--- config.mk ---
export PLATFORM = sky130hd
export DESIGN_NAME = axis_m
export DESIGN_NICKNAME = d
export VERILOG_FILES = /design/src/rtl/axis_m.sv
export SDC_FILE = /design/constraint.sdc
export NUM_CORES = 1
export LEC_CHECK = 0
export CAP_MARGIN = 20
export CORE_MARGIN = 2
export CORE_UTILIZATION = 40
export CTS_CLUSTER_SIZE = 10
export DETAILED_ROUTE_END_ITERATION = 10
export SYNTH_ARGS = -nofsm -noshare
export SYNTH_HDL_FRONTEND = slang
export SYNTH_SLANG_ARGS = --single-unit
--- constraint.sdc ---
create_clock -name clk -period 4.5 [get_ports clk]
set_input_delay 0.45 -clock clk [delete_from_list [all_inputs] [get_ports clk]]
set_output_delay 0.45 -clock clk [all_outputs]
set_load 0.01 [all_outputs]
--- src/rtl/axis_m.sv ---
// AXI4-Stream master adapter: internal valid/ready beats are buffered in a
// first-word-fall-through FIFO and presented on an AXIS master port.
module axis_m #(
    parameter int WIDTH = 32,
    parameter int DEPTH = 4
) (
    input  logic                       clk,
    input  logic                       rst,
    input  logic                       valid_in,
    input  logic [WIDTH-1:0]           data_in,
    input  logic                       last_in,
    output logic                       ready_out,
    output logic [WIDTH-1:0]           m_axis_tdata,
    output logic                       m_axis_tvalid,
    input  logic                       m_axis_tready,
    output logic                       m_axis_tlast,
    output logic [$clog2(DEPTH):0]     count,
    output logic                       pkt_sent
);

    localparam int AW = $clog2(DEPTH);
    localparam int CW = AW + 1;

    logic [WIDTH:0]  mem [DEPTH];
    logic [AW-1:0]   wr_ptr;
    logic [AW-1:0]   rd_ptr;
    logic            full;
    logic            empty;
    logic            push;
    logic            pop;

    assign full  = (count == CW'(DEPTH));
    assign empty = (count == '0);

    // ready_out comes from registered occupancy only, so there is no
    // combinational path from m_axis_tready back to the internal source.
    assign ready_out     = ~full;
    assign m_axis_tvalid = ~empty;
    assign {m_axis_tlast, m_axis_tdata} = mem[rd_ptr];

    assign push = valid_in & ready_out;
    assign pop  = m_axis_tvalid & m_axis_tready;

    always_ff @(posedge clk) begin
        if (push && !rst) begin
            mem[wr_ptr] <= {last_in, data_in};
        end
    end

    always_ff @(posedge clk) begin
        if (rst) begin
            wr_ptr   <= '0;
            rd_ptr   <= '0;
            count    <= '0;
            pkt_sent <= 1'b0;
        end else begin
            if (push) begin
                wr_ptr <= wr_ptr + 1'b1;
            end
            if (pop) begin
                rd_ptr <= rd_ptr + 1'b1;
            end
            if (push && !pop) begin
                count <= count + 1'b1;
            end else if (pop && !push) begin
                count <= count - 1'b1;
            end
            pkt_sent <= pop & m_axis_tlast;
        end
    end

endmodule

# --- Word-level counts from Yosys, hierarchy flattened ---
# Memory sizes are Yosys's and may differ from the RTL's. A register that Yosys moved wholly into a read port is not among the register bits.
# Cells that the tools add are included.
word_totals:
  reg_bits: 8
  ram_bits: 132
  input_bits: 37
  output_inout_bits: 39
  wordCells: 29
  memories: 1
classes:
  n_addsub: 4
  n_eq_ne: 1
  muxes: 6
  n_bitwise: 5
  reduce_logical: 8
memory_table:
  columns: ["memory", "words", "word_bits", "read_ports", "rd_ports_with_merged_regs", "write_ports", "line", "text"]
  rows:
  - ["mem", 4, 33, 1, 1, 1, "24", "logic [WIDTH:0] mem [DEPTH];"]
ops:
  columns: ["operator", "count"]
  rows:
  - ["$mux 3", 2]
  - ["$add 2x1->2 const B", 2]
  - ["$mux 2", 2]
  - ["$add 3x1->3 const B", 1]
  - ["$and 1x1->1", 3]
  - ["$eq 3x3->1 const B", 1]
  - ["$logic_and 1x1->1", 3]
  - ["$logic_not 1->1", 3]
  - ["$logic_not 3->1", 1]
  - ["$sub 3x1->3 const B", 1]
  - ["$mux 1", 2]
  - ["$not 1->1", 2]
  - ["$reduce_bool 2->1", 1]

# --- Depth between registers and ports, before layout ---
depth:
  word_depth: 7
  depth_mapped: 9
  ltp_nobuf: 9

# --- Worst setup path before layout ---
# Ideal clock, no wire load.
synth_path:
  path_kind: "register to register"
  from: "register count[0]"
  to: "memory mem[1][0] (netlist name), enable pin"
  setup_time_ns: 0.471
  arrival_time_ns: 3.265
  required_ns: 4.029
  setup_slack_ns: 0.764
  path_stages_with_launch: 4
  n_path_buf: 0
  synth_period_minus_slack_ns: 3.736
  cell_sequence: "dfxtp_1 > or3b_4 > nand2_4 > nor3b_1"
synth_between:
  elab_chain_len: 6
synth_lines:
  columns: ["item", "line", "text"]
  rows:
  - ["start, declared", "17", "output logic [$clog2(DEPTH):0] count,"]
  - ["start signal, assigned", "64", "count <= count + 1'b1;"]
  - ["start signal, assigned", "66", "count <= count - 1'b1;"]
  - ["$eq 3x3->1", "32", "assign full = (count == CW'(DEPTH));"]
  - ["$not 1->1", "37", "assign ready_out = ~full;"]
  - ["via ready_out", "12", "output logic ready_out,"]
  - ["$and 1x1->1", "41", "assign push = valid_in & ready_out;"]
  - ["$logic_and 1x1->1", "45", "if (push && !rst) begin"]
  - ["$mux 1", "45", null]
  - ["$mux 1 (implied by the code)", "46", "mem[wr_ptr] <= {last_in, data_in};"]
  - ["end, declared", "24", null]
# The timed path passes the listed nets, and every way through them passes these cells.

==> results_tabular.tex <==
\begin{tabular}{lr}
\hline
Metric & Value \\
\hline
\multicolumn{2}{l}{\textbf{CTS}} \\
\quad Number of gates resized after cts & 0 \\
\quad Number of clock buffers inserted by TritonCTS & 17 \\
\quad Clock slew seen by the registers of the worst setup and hold paths & around 50 ps \\
\quad Root Buffer Master & sky130\_fd\_sc\_hd\_\_clkbuf\_16 \\
\quad TritonCTS sink count & 142 \\
\quad H-tree lvl count & 4 \\
\quad Longest Clk Path Bufs & 2 \\
\quad Post-CTS Hold Buffers & 0 \\
\quad Later-pin clock latency in the skew report & a little over 400 ps \\
\quad Post-CTS setup-driven buffer insertion count & 0 \\
\quad Clock tree from TritonCTS & yes \\
\multicolumn{2}{l}{\textbf{Final layout}} \\
\quad Layout Cell Area excl Fill & between 6000 and 7000 µm² \\
\quad Ant. Diodes & 0 \\
\quad Final nets & roughly 360 \\
\quad Fraction of layout instances using a drive strength above 1 & around a quarter \\
\quad Area growth, synth to finish & 31.04\% \\
\quad Number of non-filler instances in the completed layout & around 500 \\
\multicolumn{2}{l}{\textbf{Setup path}} \\
\quad CP Data Arrival Time & about 2500 ps \\
\quad CP Capture Type & output port \\
\quad Cells along the critical path & buf\_12, buf\_4, mux4\_2, clkdlybuf4s50\_1 \\
\quad Critical Path Start Type & flip-flop \\
\quad Max stage delay on crit path & 570 ps \\
\quad Crit path required time & 4050 ps \\
\quad Startpoint-to-endpoint class of the critical path & flip-flop to output port \\
\quad Slowest stage cell, crit path & sky130\_fd\_sc\_hd\_\_dfxtp\_2 \\
\quad Max Fanout on Critical Path & 18 \\
\multicolumn{2}{l}{\textbf{Place}} \\
\quad HPWL after detailed placement & approximately 5500 µm \\
\quad Area of placed instances & roughly 6300 µm² \\
\quad RePlAce Congestion & between 0.6 and 0.7 \\
\quad Placed Cells incl. Taps & 468 \\
\quad DP Worst Slack & 1633 ps \\
\quad Count of port buffers added during placement & 75 \\
\multicolumn{2}{l}{\textbf{Timing}} \\
\quad Fin. Hold Viols & 0 \\
\quad Final cycle utilization of the critical path & about 64\% \\
\quad F\_max & roughly 350 MHz \\
\quad Post-Route Skew & roughly 7 ps \\
\quad Setup TNS & 0 ps \\
\quad Final hold slack & $\sim$530 ps \\
\quad Slew Viols, Final & 0 \\
\quad Final worst setup slack & about 1600 ps \\
\quad Max-Slew Margin vs Limit & about 37\% \\
\quad Number of failing setup endpoints in the final timing report & 0 \\
\quad Clock period minus worst slack & 2898 ps \\
\quad Transition time of the tightest slew-check pin & 939.4 ps \\
\quad Setup repair after global routing missed its margin & no \\
\multicolumn{2}{l}{\textbf{Global routing}} \\
\quad Combined global-route utilization of all metal layers & between 10 and 15\% \\
\quad Number of global-route vias before repair & approximately 2,600 \\
\quad Initial antenna violation count & 0 \\
\quad Overflow left after global routing & 0 \\
\quad Wire length of the first global-routing pass & $\sim$14,000 µm \\
\quad Maximum number of pins on one net before global-route repair & 34 \\
\multicolumn{2}{l}{\textbf{Power}} \\
\quad Highest ir drop seen on vdd & 0.0004563 V \\
\quad Power Dens Cells & between 500 and 600 nW/µm² \\
\quad Static leakage & 2.238 nW \\
\multicolumn{2}{l}{\textbf{Yosys}} \\
\quad Register bit count reported by yosys & 142 \\
\quad Area of the mapped netlist & around 5300 µm² \\
\quad Syn Area/Cell & $\sim$24 µm² \\
\quad Number of cells produced by synthesis & between 200 and 250 \\
\quad Nets in the synthesized netlist & between 200 and 300 \\
\quad Cell variety after synth & 23 \\
\quad Warning count from the yosys run & 0 \\
\quad Sequential share of the synthesized area & 79.03\% \\
\multicolumn{2}{l}{\textbf{Detailed routing}} \\
\quad DRC violations left & 0 \\
\quad Via density per instance & $\sim$4.8 \\
\quad Count of nets left with antenna violations after detail routing & 0 \\
\quad Number of DRC markers in iteration 0 & between 200 and 250 \\
\quad Total wire length & 9018 µm \\
\quad Overall via count from detail\_route & 2,422 \\
\quad Detailed Routing Iterations Pass 1 & 4 \\
\quad Wire length per cell after detailed routing & around 18 µm \\
\multicolumn{2}{l}{\textbf{Outcome}} \\
\quad Result of the run & completed \\
\multicolumn{2}{l}{\textbf{Floorplan}} \\
\quad Top-level port count & 76 \\
\quad Starting utilization of the core area & around two fifths \\
\quad Floorplan die height & 118.8 µm \\
\quad Core Footprint & about 13,000 µm² \\
\quad Die span in x & approximately 120 µm \\
\quad Die area & between 10,000 and 15,000 µm² \\
\quad Standard-cell row count & 41 \\
\multicolumn{2}{l}{\textbf{Run}} \\
\quad Number of max-cap violations & 0 \\
\multicolumn{2}{l}{\textbf{Hold path}} \\
\quad Hold Crit Class & flip-flop to flip-flop \\
\hline
\end{tabular}
[critical path, delay by kind of cell, from the launching register on]
family | cells | cell delay (ps)
flops | 1 | 570
buf+inv | 3 | 970
mux | 1 | 500
[state kept, by name, summed over array words and instances (netlist names), named ones only]
| name | cells |
|---|---|
| pkt_sent | 1 |
| mem | 132 |
| count | 3 |
| rd_ptr | 2 |
| wr_ptr | 2 |
[path summary, 6_finish.rpt]
check                    startpoint                      to  slack [ps]  cells after the start
max                       flip-flop         m_axis_tdata[0]        1600                      4
min reg2reg  wr_ptr[1]$_SDFFE_PP0P_  wr_ptr[1]$_SDFFE_PP0P_         530                      2
max reg2reg   count[0]$_SDFFE_PP0P_   count[2]$_SDFFE_PP0P_        2210                      9
min          wr_ptr[1]$_SDFFE_PP0P_  wr_ptr[1]$_SDFFE_PP0P_         530                      2
[stage by stage]
stage | power [mW] | utilization [%]
2_1_floorplan | 2.126 | -
3_3_place_gp | 2.522 | 49.43
3_5_place_dp | 2.533 | 49.43
4_1_cts | 3.929 | 54.11
5_1_grt | 4.079 | 54.27
6_report | 3.899 | 54.27
[per-layer routing]
metal / global-route usage (%) / share of wire [%] / vias to the layer above / routed length, µm
met5: 0 / 0 / - / 0
met4: 4.911 / 0.79 / 0 / 71
met3: 5.647 / 6.2 / 9 / 555
met2: 21.59 / 50 / 73 / 4479
met1: 17.26 / 43 / 1233 / 3912
li1: - / - / 1107 / -
[placed cells by master, fill, tap and decap left out, types with 2 or more instances in the layout]
master	netlist	layout
sky130_fd_sc_hd__ha_1	5	5
sky130_fd_sc_hd__clkbuf_16	0	17
sky130_fd_sc_hd__bufinv_16	0	3
sky130_fd_sc_hd__buf_12	0	3
sky130_fd_sc_hd__dfxtp_2	0	2
sky130_fd_sc_hd__clkbuf_8	0	3
sky130_fd_sc_hd__clkinv_2	0	4
sky130_fd_sc_hd__nand2b_1	2	2
sky130_fd_sc_hd__clkdlybuf4s50_1	0	75
sky130_fd_sc_hd__buf_4	2	5
sky130_fd_sc_hd__or3_2	2	2
sky130_fd_sc_hd__edfxtp_1	132	132
sky130_fd_sc_hd__xor2_1	4	4
sky130_fd_sc_hd__mux4_2	33	33
sky130_fd_sc_hd__nor3b_2	0	4
sky130_fd_sc_hd__mux2i_1	2	2
sky130_fd_sc_hd__nor2_1	7	7
sky130_fd_sc_hd__dfxtp_1	10	8
sky130_fd_sc_hd__inv_1	3	3
sky130_fd_sc_hd__clkbuf_1	3	5
[logic make-up after synthesis]
group	synth area share [%]
compound gates	0.5935
xor+xnor	0.6649
fa+ha+maj	1.567
buf+inv	1.211
flops	79.03
mux	14.77
simple gates	2.161
[Yosys cell counts (all sizes together)]
cell type  count  share of area [%]
o311ai         1               0.17
inv            4               0.33
edfxtp       132                 75
nand2b         2               0.24
mux2           1               0.28
a21oi          1              0.095
nor2           7               0.50
ha             5                1.2
mux2i          2               0.38
clkbuf         3               0.21
dfxtp         10                3.8
nor3b          5               0.71
nand2          1               0.21
or3b           1               0.21
o31ai          1               0.24
buf            6               0.66
o21ai          1              0.095
mux4          33                 14
fa             1               0.38
xor2           4               0.66
or3            2               0.28
[power by group]
part | total (mW) | internal, mW | leakage, nW | switching [mW]
registers | 1.63 | 1.54 | 1.28 | 0.0895
logic | 0.872 | 0.530 | 0.662 | 0.342
clock network | 1.39 | 0.912 | 0.295 | 0.481
total | 3.90 | 2.99 | 2.24 | 0.912
[layout make-up]
cell class,count,area (µm²)
tap,172,215.2
clock inverter,7,110.1
timing repair buffer,83,848.3
sequential,142,4167
multi-input combinational,68,1061
fill,1019,5818
inverter,4,17.52
clock buffer,25,485.5
(Power assumes the default switching activity.)
